### src/rtl/change_dispenser_if.sv
// Handshake bundle between change_dispenser, its upstream vending_machine
// result (done/change) and the downstream coin hopper (valid/ready/sel).
interface change_dispenser_if;
  logic       done;
  logic [7:0] change;
  logic       coin_ready;
  logic       coin_valid;
  logic [3:0] coin_sel;

  // Environment side: presents the result to pay and accepts coins.
  modport master (
    output done,
    output change,
    output coin_ready,
    input  coin_valid,
    input  coin_sel
  );

  // Dispenser side.
  modport slave (
    input  done,
    input  change,
    input  coin_ready,
    output coin_valid,
    output coin_sel
  );
endinterface

### src/rtl/change_dispenser.sv
// Greedy coin payout over denominations 20/10/5/1 with per-denomination stock.
// One coin per valid/ready handshake; flags shortfall when stock runs out.
module change_dispenser #(
  parameter int STOCK_W = 8,
  parameter int INIT_20 = 10,
  parameter int INIT_10 = 10,
  parameter int INIT_5  = 10,
  parameter int INIT_1  = 20
) (
  input  logic                clk,
  input  logic                reset_n,
  change_dispenser_if.slave   bus,
  input  logic                refill,
  output logic                busy,
  output logic                dispense_done,
  output logic                short_change,
  output logic [7:0]          remaining,
  output logic [3:0]          stock_empty
);

  typedef enum logic [1:0] {IDLE, SELECT, ISSUE, FINISH} state_t;

  // Index 0..3 maps to denominations 1, 5, 10, 20 (same bit order as coin_sel).
  localparam logic [STOCK_W-1:0] INIT_V [4] = '{STOCK_W'(INIT_1), STOCK_W'(INIT_5),
                                               STOCK_W'(INIT_10), STOCK_W'(INIT_20)};
  localparam logic [7:0] DENOM [4] = '{8'd1, 8'd5, 8'd10, 8'd20};

  state_t             state_q, state_d;
  logic               done_q;
  logic               arm_q, arm_d;
  logic [7:0]         remaining_q, remaining_d;
  logic               short_q, short_d;
  logic [1:0]         idx_q, idx_d;
  logic [STOCK_W-1:0] stock_q [4];
  logic [STOCK_W-1:0] stock_d [4];
  logic               done_rise;
  logic               pick_ok;
  logic [1:0]         pick_idx;

  // arm_q blocks a level-high done that survives a reset from looking like a
  // fresh rising edge: done must be seen low at least once after reset.
  assign arm_d     = arm_q | ~bus.done;
  assign done_rise = bus.done & ~done_q & arm_q;

  // Largest affordable denomination that still has stock (later index wins).
  always_comb begin
    pick_ok  = 1'b0;
    pick_idx = 2'd0;
    for (int i = 0; i < 4; i++) begin
      if (stock_q[i] != '0 && DENOM[i] <= remaining_q) begin
        pick_ok  = 1'b1;
        pick_idx = 2'(i);
      end
    end
  end

  // Next-state and datapath updates for the payout FSM.
  always_comb begin
    state_d     = state_q;
    remaining_d = remaining_q;
    short_d     = short_q;
    idx_d       = idx_q;
    for (int i = 0; i < 4; i++) stock_d[i] = stock_q[i];
    case (state_q)
      IDLE: begin
        if (done_rise) begin
          remaining_d = bus.change;
          short_d     = 1'b0;
          state_d     = SELECT;
        end else if (refill) begin
          for (int i = 0; i < 4; i++) stock_d[i] = INIT_V[i];
        end
      end
      SELECT: begin
        if (remaining_q == 8'd0) begin
          state_d = FINISH;
        end else if (pick_ok) begin
          idx_d   = pick_idx;
          state_d = ISSUE;
        end else begin
          short_d = 1'b1;
          state_d = FINISH;
        end
      end
      ISSUE: begin
        if (bus.coin_ready) begin
          remaining_d    = remaining_q - DENOM[idx_q];
          stock_d[idx_q] = stock_q[idx_q] - STOCK_W'(1);
          state_d        = SELECT;
        end
      end
      FINISH:  state_d = IDLE;
      default: state_d = IDLE;
    endcase
  end

  // Control and datapath registers.
  always_ff @(posedge clk or negedge reset_n) begin
    if (!reset_n) begin
      state_q     <= IDLE;
      done_q      <= 1'b0;
      arm_q       <= 1'b0;
      remaining_q <= 8'd0;
      short_q     <= 1'b0;
      idx_q       <= 2'd0;
    end else begin
      state_q     <= state_d;
      done_q      <= bus.done;
      arm_q       <= arm_d;
      remaining_q <= remaining_d;
      short_q     <= short_d;
      idx_q       <= idx_d;
    end
  end

  genvar gi;
  generate
    for (gi = 0; gi < 4; gi++) begin : g_stock
      // Stock counter per denomination; reset restores the initial fill.
      always_ff @(posedge clk or negedge reset_n) begin
        if (!reset_n) stock_q[gi] <= INIT_V[gi];
        else          stock_q[gi] <= stock_d[gi];
      end
      assign stock_empty[gi] = (stock_q[gi] == '0);
    end
  endgenerate

  assign bus.coin_valid = (state_q == ISSUE);
  assign bus.coin_sel   = (state_q == ISSUE) ? (4'b0001 << idx_q) : 4'b0000;
  assign busy           = (state_q != IDLE);
  assign dispense_done  = (state_q == FINISH);
  assign short_change   = short_q;
  assign remaining      = remaining_q;

endmodule

### src/flat_wrapper.sv
// flat-port wrapper written by rule: the top's interface ports become plain ports
module change_dispenser_flat 
#(
  parameter int STOCK_W = 8,
  parameter int INIT_20 = 10,
  parameter int INIT_10 = 10,
  parameter int INIT_5  = 10,
  parameter int INIT_1  = 20
)
  (clk, reset_n, refill, busy, dispense_done, short_change, remaining, stock_empty, bus_done, bus_change, bus_coin_ready, bus_coin_valid, bus_coin_sel);
  change_dispenser_if bus_i ();
  input  logic clk;
  input  logic reset_n;
  input  logic refill;
  output logic busy;
  output logic dispense_done;
  output logic short_change;
  output logic [7:0] remaining;
  output logic [3:0] stock_empty;
  input wire logic [$bits(bus_i.done)-1:0] bus_done;
  input wire logic [$bits(bus_i.change)-1:0] bus_change;
  input wire logic [$bits(bus_i.coin_ready)-1:0] bus_coin_ready;
  output wire logic [$bits(bus_i.coin_valid)-1:0] bus_coin_valid;
  output wire logic [$bits(bus_i.coin_sel)-1:0] bus_coin_sel;
  assign bus_i.done = bus_done;
  assign bus_i.change = bus_change;
  assign bus_i.coin_ready = bus_coin_ready;
  assign bus_coin_valid = bus_i.coin_valid;
  assign bus_coin_sel = bus_i.coin_sel;
  change_dispenser #(.STOCK_W(STOCK_W), .INIT_20(INIT_20), .INIT_10(INIT_10), .INIT_5(INIT_5), .INIT_1(INIT_1)) u_core (.clk(clk), .reset_n(reset_n), .bus(bus_i), .refill(refill), .busy(busy), .dispense_done(dispense_done), .short_change(short_change), .remaining(remaining), .stock_empty(stock_empty));
endmodule
### config.mk
export PLATFORM = sky130hd
export DESIGN_NAME = change_dispenser_flat
export DESIGN_NICKNAME = d
export VERILOG_FILES = /design/src/rtl/change_dispenser_if.sv /design/src/rtl/change_dispenser.sv /design/src/flat_wrapper.sv
export SDC_FILE = /design/constraint.sdc
export NUM_CORES = 1
export LEC_CHECK = 0
export ABC_AREA = 1
export BUFFER_PORTS_ARGS = -buffer_cell sky130_fd_sc_hd__buf_2
export CORE_ASPECT_RATIO = 0.9
export CORE_MARGIN = 10
export CORE_UTILIZATION = 60
export CTS_BUF_LIST = sky130_fd_sc_hd__clkbuf_4 sky130_fd_sc_hd__clkbuf_8
export DETAILED_ROUTE_END_ITERATION = 8
export GPL_TIMING_DRIVEN = 0
export PLACE_DENSITY = 0.85
export SLEW_MARGIN = 0
export SYNTH_ARGS = -nofsm -noshare
export SYNTH_HDL_FRONTEND = slang
export SYNTH_SLANG_ARGS = --single-unit
export TNS_END_PERCENT = 5
### constraint.sdc
create_clock -name clk -period 2.5 [get_ports clk]
set_input_delay 0.375 -clock clk [delete_from_list [all_inputs] [get_ports clk]]
set_output_delay 0.375 -clock clk [all_outputs]
set_load 0.02 [all_outputs]
Yosys cells after proc, flatten, opt, wreduce, memory -nomap -nowiden --
Index checks and enable logic that the tools add are counted.
Operators by class: $add $sub $neg 2, multiply operators 0, divide/modulo/power cells 0, $lt $le $gt $ge 6, equal/unequal tests 9, shifts and indexed selects 1, multiplexer cells 33, bitwise gates (word level) 7, reduce and logical (&&, ||, !) cells 23
Operators with widths (count):
- 2-to-1 mux 32 bit | 3
- case mux 32 bit (2 select lines) | 1
- 2-to-1 mux 8 bit | 7
- logical NOT 8 bit | 5
- binary-select mux 8 bit (select 2 bit) | 2
- bitwise mux 32 bit | 1
- nonzero test 8 bit | 4
- demux 8 bit (select 2 bit) | 1
- case mux 8 bit (2 select lines) | 1
- 2-to-1 mux 2 bit | 5
- inequality test 2 bit (second input constant) | 5
- 2-to-1 mux 1 bit | 9
- less-or-equal comparator 1 x 8 -> 1 bit (first input constant) | 1
- less-or-equal comparator 3 x 8 -> 1 bit (first input constant) | 1
- less-or-equal comparator 4 x 8 -> 1 bit (first input constant) | 1
- less-or-equal comparator 5 x 8 -> 1 bit (first input constant) | 1
- case mux 2 bit (4 select lines) | 1
- AND reduction 4 bit | 2
- subtractor 8 x 1 -> 8 bit (second input constant) | 1
- subtractor 8 bit | 1
- AND reduction 3 bit | 2
- nonzero test 2 bit | 3
- logical AND 1 bit | 5
- == test 2 bit (second input constant) | 2
- 13 further kinds | 16
Storage, ports and cells: bits in registers 47, bits in latches 0, RAM bits 0, bits in read-only memories 0, bits of input ports 13, word-level logic and storage cells 91, memories kept 0

Logic depth before layout (Yosys ltp) --
Gate-level depths: netlist of the first run.
depth after elaboration 9, depth in mapped cells 13

Worst setup path before layout of the first run --
Ideal clock, no wire load.
kind reg2reg, start reg u_core.remaining_q[0], in the netlist u_core.remaining[0], end reg u_core.remaining_q[6], in the netlist u_core.remaining[6], arrival time 1.756 ns, required time 2.377 ns, path slack 0.620 ns, stages on the path, launching flop included 11, buffers on the path 0, period minus slack after synthesis 1.880 ns, cell sequence dfrtp_1 -> inv_1 -> ha_1 -> fa_1 -> nand3b_1 -> nand2_1 -> nand2_1 -> nand4_1 -> nand2_1 -> o21ai_0 -> nand2_1
On the way: word-level cells in the longest chain between the ends 3
Ends and longest elaborated chain:
- start, declared | RTL line change_dispenser.sv:31 | logic [7:0] remaining_q, remaining_d;
- start signal, assigned | RTL line change_dispenser.sv:110 | remaining_q <= remaining_d;
- subtractor 8 bit | RTL line change_dispenser.sv:87 | remaining_d = remaining_q - DENOM[idx_q];
- 2-to-1 mux 8 bit | RTL line change_dispenser.sv:86 | if (bus.coin_ready) begin
- case mux 8 bit (2 select lines) | RTL line change_dispenser.sv:64 | case (state_q)
No other way between the ends. The select of a mux whose other input is x is not followed. A chain may end at the register's enable or synchronous reset.

Worst setup path after layout of the first run --
start reg u_core.idx_q[1], end reg u_core.remaining_q[6], in the netlist u_core.remaining[6]
On the way: word-level cells in the longest chain between the ends 7
Ends and longest elaborated chain:
- start, declared | RTL line change_dispenser.sv:33 | logic [1:0] idx_q, idx_d;
- start signal, assigned | RTL line change_dispenser.sv:112 | idx_q <= idx_d;
- NOT 2 -> 3 bit (not written as such) | RTL line change_dispenser.sv:87
- binary-select mux 8 bit (select 2 bit) | RTL line change_dispenser.sv:87
- 2-to-1 mux 8 bit (not written as such) (2 in series) | RTL line change_dispenser.sv:87
- subtractor 8 bit | RTL line change_dispenser.sv:87
- 2-to-1 mux 8 bit | RTL line change_dispenser.sv:86
- case mux 8 bit (2 select lines) | RTL line change_dispenser.sv:64
No other way between the ends. The select of a mux whose other input is x is not followed.

==> results of run 1 <==
area by class of cell:
| type | instances | area [sq um] | area share, % |
|---|---|---|---|
| multi-input cells | 317 | 1530 | 45.6 |
| inverters | 56 | 215 | 6.43 |
| clock inverters | 2 | 35.0 | 1.05 |
| flip-flops and latches | 47 | 1190 | 35.4 |
| well taps | 65 | 81.3 | 2.43 |
| clock buffers | 6 | 82.6 | 2.47 |
| repair buffers | 32 | 160 | 4.79 |
| plain buffers | 6 | 58.8 | 1.76 |
sequential cells by signal (all words and copies together) (netlist names):
register / cells
u_core.idx_q: 2
u_core.remaining: 8
u_core.short_change: 1
u_core.stock_q: 32
u_core.done_q: 1
u_core.arm_q: 1
u_core.state_q: 2
worst register-to-register path: stages (launching register included):
cell and delay (ps):
dfrtp_1 370, buf_6 160, inv_4 90, ha_1 210, fa_1 420, nand3b_1 210, nand2_1 80, nand2_1 80
nand4_1 90, nand2_1 50, o21ai_0 170, nand2_1 70
through the flow:
stage               power [mW]  utilization [%]
floorplan                 3.29                -
CTS                       4.56             69.2
detailed placement        3.96             66.8
global placement          3.87             66.8
finish                    4.59             69.2
global route              4.98             69.2
power groups by stage:
stage                     clock [mW]  combinational, mW  sequential, mW
final                          0.578               2.75            1.27
after global routing           0.612               3.07            1.30
after CTS                      0.585               2.72            1.26
after detailed placement           0               2.69            1.27
after global placement             0               2.62            1.25
after floorplan                    0               1.99            1.29
worst max-delay path by stage:
stage,endpoint
6_report,u_core.remaining[6]
3_3_place_gp,u_core.remaining[6]
4_1_cts,u_core.remaining[6]
2_1_floorplan,u_core.remaining[6]
3_5_place_dp,u_core.remaining[6]
5_1_grt,u_core.remaining[6]
per-layer routing:
layer  wire (um)  up-vias
met5           0        -
met4          97        0
met3         510        9
met2        3400       94
met1        3440     1332
li1            -     1428
cell usage after synthesis:
master,count
nand3_2,3
a31oi_1,1
dfstp_2,8
inv_1,49
a21oi_2,1
or2_2,1
inv_2,5
nor2_2,14
o21a_1,1
nand2_2,7
dfrtp_1,39
o21ai_0,20
nand3_1,45
nand4_1,3
nand3b_2,1
nor3_1,3
buf_8,1
inv_4,2
nand3b_1,3
xnor2_1,1
fa_1,1
a21oi_1,9
buf_6,3
o22ai_1,3
ha_1,6
o21ai_1,5
o21bai_1,1
nor2_4,1
xor2_1,2
nand2_1,133
nor2_1,47
o211ai_1,3
o21ai_2,2
buf_2,2
kinds of logic (layout without fill, tap and decap cells):
group	after synthesis	after routing
DFF	47	47
and+or+nand+nor	261	261
AOI/OAI and AO/OA	46	46
adders and majority gates	7	7
buffers and inverters	62	102
xor gates and xnor gates	3	3
==> metrics, run 1 <==
Post-CTS Hold Fix Bufs=0; top post-synthesis cells by area=dfrtp_1 33%, nand2_1 17%, nand3_1 7.5%; setup bufs post-CTS=0; number of synthesized register bits=47; fill count=around 420; CTS Buf Count=5; hold depth=1; first-pass GRT wire length=about 13 mm; placed cells=around 520; top cell type's share of synthesized area=roughly 33%; fin. max-slew vios=0; chip width=around 94 um; final setup vio count=0; Worst Max-Slew Pin Slew=1040 ps; min cycle time layout=about 2100 ps; busiest grt layer=met2; Antenna Nets Post-Route=0; WP depth=11; I/O pin total=33; hold_sp=bus_done; DP HPWL=5.81 mm; Final period util=a little over four fifths; Finished Cell Area=approximately 0.0033 sq mm; Synth Area in Compound Gates=under 10%; Resized cells post-CTS=0; mux contribution to synthesized area=0%; # rows=24; Adder-Cell Fraction of Synth Area=around 3.2%; Fmax=roughly 480 MHz; CP Cell Sequence=buf_6 -> inv_4 -> ha_1 -> fa_1 -> nand3b_1 -> nand2_1 -> nand2_1 -> nand4_1 -> nand2_1 -> o21ai_0 -> nand2_1; DR vias=~2.9k; detailed-route vias per instance=roughly 5.4; Worst slew margin=between 30% and 40%; CP Capture Type=flop; Cell Area, Synth=between 0.002 and 0.003 sq mm; slowest CP cell=fa_1; routed length per placed instance=14.0 um; skew final=around 4.7 ps; DR iter-0 viols=261; largest family of logic cells by synthesized area=simple AND/OR/NAND/NOR gates; WHS Endpoint=u_core.done_q; TritonCTS clock tree=done; Max H-tree Level=2; worst vdd ir=0.000795 V; Distinct cells, synth=34; Core Region=between 0.004 and 0.005 sq mm; Synth Area in Simple Gates=between 30 and 40%; Seq pwr share=27.6%; Critical path origin=u_core.idx_q[1]; clk sinks=47; GPL Wtd Cong=between 0.9 and 1; initial antenna violation count=0; total net switching power=~2.4 mW; Worst-path clk slew=80 ps; DRC=0; port buffer count=32; met3 track demand over resource=about 3.9%; Clock power frac=between 10% and 20%; most frequent cells in the layout=133 x nand2_1, 49 x inv_1, 47 x nor2_1, 45 x nand3_1, 39 x dfrtp_1; WP data arrival=2290 ps; met1 Track Usage GR=25.3%; Placed Area=approximately 0.0032 sq mm; critical path startpoint category=flop; reg2reg start=u_core.idx_q[1]; Setup TNS=0 ps; number of global-route vias before repair=~2.8k; Bufs on Longest Clock Path=2; PnR worst setup slack=approximately 410 ps; All-Layer GR Usage=19.2%; DP Worst Slack=between 400 and 500 ps; largest area contributor in the netlist=dfrtp_1; r2r setup slk=~410 ps; Overflow after GRT=0; layout cells sized above 1=about 20%; Comb power frac=59.8%; Post-Syn Instances=426; crit path max fanout=10; Leakage=~1.9 nW; initial core utilization=61.8%; CP most frequent cell=nand2_1; WP data required=~2700 ps; Worst Setup Path Type=flop to flop; Internal=between 2 and 2.5 mW; Max Cap Viol=0; end of the worst register-to-register path=u_core.remaining[6]; cells on worst reg2reg path=11; routed wire length=around 7.4 mm; type of the tightest min-delay check=input pin to flop; outcome=completed; full die area=between 0.008 and 0.009 sq mm; synth-to-layout area growth=12.0%; power density over the cells=roughly 1400 mW/mm^2; Yosys Warn Count=0; Die Ht=just under 90 um; met2 Use GR=30.9%; Syn Area/Cell=between 7 and 8 sq um; Root Buffer=clkbuf_8; worst hold slack=about 210 ps; Post-Layout Cell Count=531; largest net degree at the start of global routing=48; Worst path max stage delay=~420 ps; register area share after synthesis=slightly below 40%; DRT Pass-1 Iters=5; final hold vios=0; XOR/XNOR Fraction of Synth Area=0.879%; Clk Latency, worst-skew pair=approximately 310 ps; syn_nets=~450; n_diodes=0; worst path bufs/invs=2; CP top delay family=adder cells; nets=about 490; most common cell after layout, fill and taps aside=nand2_1; unrepaired setup endpoints after global routing=no; sw frac=between 50% and 60%
Note: power is estimated with default switching activity, not from simulation.
==> inputs of run 2 (changes only) <==
--- a/config.mk
+++ b/config.mk
@@ -5,15 +5,15 @@
 export SDC_FILE = /design/constraint.sdc
 export NUM_CORES = 1
 export LEC_CHECK = 0
-export ABC_AREA = 1
+export ABC_AREA = 0
 export BUFFER_PORTS_ARGS = -buffer_cell sky130_fd_sc_hd__buf_2
 export CORE_ASPECT_RATIO = 0.9
 export CORE_MARGIN = 10
-export CORE_UTILIZATION = 60
+export CORE_UTILIZATION = 54
 export CTS_BUF_LIST = sky130_fd_sc_hd__clkbuf_4 sky130_fd_sc_hd__clkbuf_8
 export DETAILED_ROUTE_END_ITERATION = 8
 export GPL_TIMING_DRIVEN = 0
-export PLACE_DENSITY = 0.85
+export PLACE_DENSITY = 0.82
 export SLEW_MARGIN = 0
 export SYNTH_ARGS = -nofsm -noshare
 export SYNTH_HDL_FRONTEND = slang
==> constraint.sdc (replaced) <==
create_clock -name clk -period 1.9 [get_ports clk]
set_input_delay 0.285 -clock clk [delete_from_list [all_inputs] [get_ports clk]]
set_output_delay 0.285 -clock clk [all_outputs]
set_load 0.02 [all_outputs]
==> run 2 against run 1 <==
Hold slack worse by 95 ps. The run now ends with negative setup slack left. Final area decreased by 3.1%. Fmax is 1.6% higher. Synthesized cell count fell by 34%. Highest routed layer unchanged. First-iteration DRC count up 2.3%. Non-clock buffer count up 9. Routed wire length fell by 4.9%. Final cell count decreased by 26%. Sequential share of layout area rose by 1.2 points. Sequential power is 31% higher. Combinational power grew 25%. Setup slack worse by 570 ps.
==> metrics, run 2 <==
DR iter-0 viols=between 200 and 300; Final period util=108%; type of the tightest min-delay check=input pin to flop; busiest grt layer=met2; Antenna Nets Post-Route=0; GPL Wtd Cong=between 0.9 and 1; min cycle time layout=2060 ps; Top FF cell, synth=dfrtp_1; failing checks=negative setup slack; Synth async-reset ratio=100%; Placed Area=roughly 0.0029 sq mm; Finished Cell Area=approximately 0.0032 sq mm; WP data required=2090 ps; crit path max fanout=6; Bufs on Longest Clock Path=2; DP Worst Slack=-293 ps; Post-Syn Instances=roughly 280; top cell type's share of synthesized area=around 38%; PnR worst setup slack=-160 ps; Worst slew margin=31.1%; count leader, synth=nand2_1; WP data arrival=~2300 ps; most common cell after layout, fill and taps aside=nand2_1; initial antenna violation count=0; initial core utilization=a little under three fifths; Worst path max stage delay=390 ps; CTS Buf Count=5; All-Layer GR Usage=~18%; Core Region=around 0.0045 sq mm; port buffer count=31; met1 Track Usage GR=about a quarter; CP most frequent cell=o21a_1; CP Cell Sequence=buf_6 -> buf_8 -> inv_6 -> nand2_4 -> ha_4 -> nor2b_2 -> o21a_1 -> o21a_1 -> o21ai_2 -> nor2b_1 -> o211ai_1; Syn Area/Cell=9.19 sq um; Seq pwr share=~28%; Fmax=485 MHz; top post-synthesis cells by area=dfrtp_1 38%, dfstp_2 8.1%, nand2_1 7.5%; Worst-path clk slew=around 90 ps; number of synthesized register bits=47; Max Cap Viol=0; syn_nets=roughly 300; Root Buffer=clkbuf_8; Multi-input gate area=roughly 0.0015 sq mm; number of synthesized flops with an enable pin=0; number of global-route vias before repair=about 2.4k; synth-to-layout area growth=24.7%; met3 track demand over resource=under 10%; power density over the cells=1810 mW/mm^2; # rows=23; Distinct cells, synth=41; slowest CP cell=dfrtp_1; Leakage=approximately 1.4 nW; DP HPWL=5.01 mm; final hold vios=0; skew final=slightly above 8 ps; met2 Use GR=28.8%; Die Ht=between 80 and 90 um; clk sinks=47; largest net degree at the start of global routing=48; Worst Setup Path Type=flop to flop; Storage cell area=about 0.0012 sq mm; TritonCTS clock tree=done; full die area=0.00800 sq mm; Biggest register=u_core.stock_q; CP Capture Type=flop; max FFs per register=32; n_diodes=0; Overflow after GRT=0; top cells by count, synth=52 x nand2_1, 39 x dfrtp_1, 25 x o21ai_0; Clk Latency, worst-skew pair=300 ps; Comb power frac=58.6%; register area share after synthesis=45.6%; DR vias=~2.4k; fin. max-slew vios=0; outcome=complete, but fails checks; Worst Max-Slew Pin Slew=approximately 1000 ps; final setup vio count=22; largest area contributor in the netlist=dfrtp_1; Yosys Warn Count=0; layout cells sized above 1=between 30% and 40%; most frequent cells in the layout=50 x nand2_1, 38 x dfrtp_1, 28 x buf_2, 20 x o21ai_0; routed length per placed instance=between 15 and 20 um; chip width=93.2 um; DRC=0; first-pass GRT wire length=11.6 mm; critical path startpoint category=flop; Cell Area, Synth=between 0.002 and 0.003 sq mm; Post-CTS Hold Fix Bufs=0; routed wire length=between 7 and 8 mm; total net switching power=approximately 2.7 mW; nets=between 300 and 400; Max H-tree Level=2; DRT Pass-1 Iters=5; unrepaired setup endpoints after global routing=yes; worst vdd ir=0.00115 V; Clock power frac=about an eighth; Internal=3.21 mW; fill count=338; detailed-route vias per instance=6.09; sw frac=45.4%; I/O pin total=33
==> run 2: changes by cell type after synthesis, sizes merged, moves of 5 or more <==
cell    previous run  this run
o21ai             27        38
nor4               0         5
inv               56        17
clkbuf             0         6
o21a               1         6
mux4               0         8
nor2              62        19
a21oi             10        17
nand3             48         1
nand2            140        52
nor2b              0         6
nor3               3        11
==> run 2: layout make-up <==
type                            instances  share of cell area, %
Tap cell                               62                   2.39
Multi-Input combinational cell        211                   46.3
Sequential cell                        47                   36.6
Clock buffer                            7                   2.58
Timing Repair Buffer                   40                   7.33
Inverter                               17                   2.12
Buffer                                  7                   1.74
Clock inverter                          1                  0.926
==> run 2: cell families (layout without fill, tap and decap cells) <==
logic type	Yosys count	count (layout)	synth area share, %
adders and majority gates	7	7	3.66
and+or+nand+nor	112	112	20.2
DFF	47	47	45.6
buffers and inverters	25	72	3.94
xor gates and xnor gates	6	6	2.02
muxes	10	10	7.79
AOI/OAI and AO/OA	76	76	16.8
==> run 2: final timing paths <==
kind	startpoint	endpoint	slack [ps]	depth (start not counted)
max reg2reg	u_core.idx_q[0]	u_core.remaining[5]	-160	11
max	u_core.idx_q[0]	u_core.remaining[5]	-160	11
min reg2reg	u_core.arm_q	u_core.arm_q	480	1
max in group asynchronous	reset_n	u_core.idx_q[1]	1030	1
min	bus_done	u_core.done_q	120	1
min in group asynchronous	reset_n	u_core.remaining[7]	140	1
==> run 2: power groups by stage <==
stage,clock network [mW],registers [mW],logic (mW)
after global routing,0.808,1.71,3.73
after global placement,0,1.65,2.57
final,0.765,1.67,3.45
after detailed placement,0,1.66,2.65
after floorplan,0,1.67,1.91
after CTS,0.770,1.65,3.21
==> run 2: critical path, delay by kind of cell (launching register included) <==
family	cells	cell delay, ps
compound gates	4	650
flops	1	390
fa+ha+maj	1	210
buf+inv	3	340
simple gates	3	350
==> run 2: per-layer routing <==
metal,part of all wire (%),up-vias
li1,-,1096
met1,44,1181
met2,48,97
met3,6.1,12
met4,1.4,0
met5,0,-
==> run 2: what timing repair did <==
action                     4_1_cts  5_1_grt
setup endpoints to repair       42       39
pin swaps                       17        5
gates resized for setup         35       14
buffers inserted                 9        0
==> run 2: per-stage QoR <==
step                      instances  TNS (ps)  util [%]  power, mW  hold slack, ps
after detailed placement        376     -5150      62.9       4.31             432
final                           392     -2110      71.4       5.88             117
after CTS                       392     -1490      70.4       5.63             114
after global placement          376     -3720      62.9       4.23             421
after global routing            392     -5130      71.4       6.26             119
after floorplan                 283      -136         -       3.58           -10.6
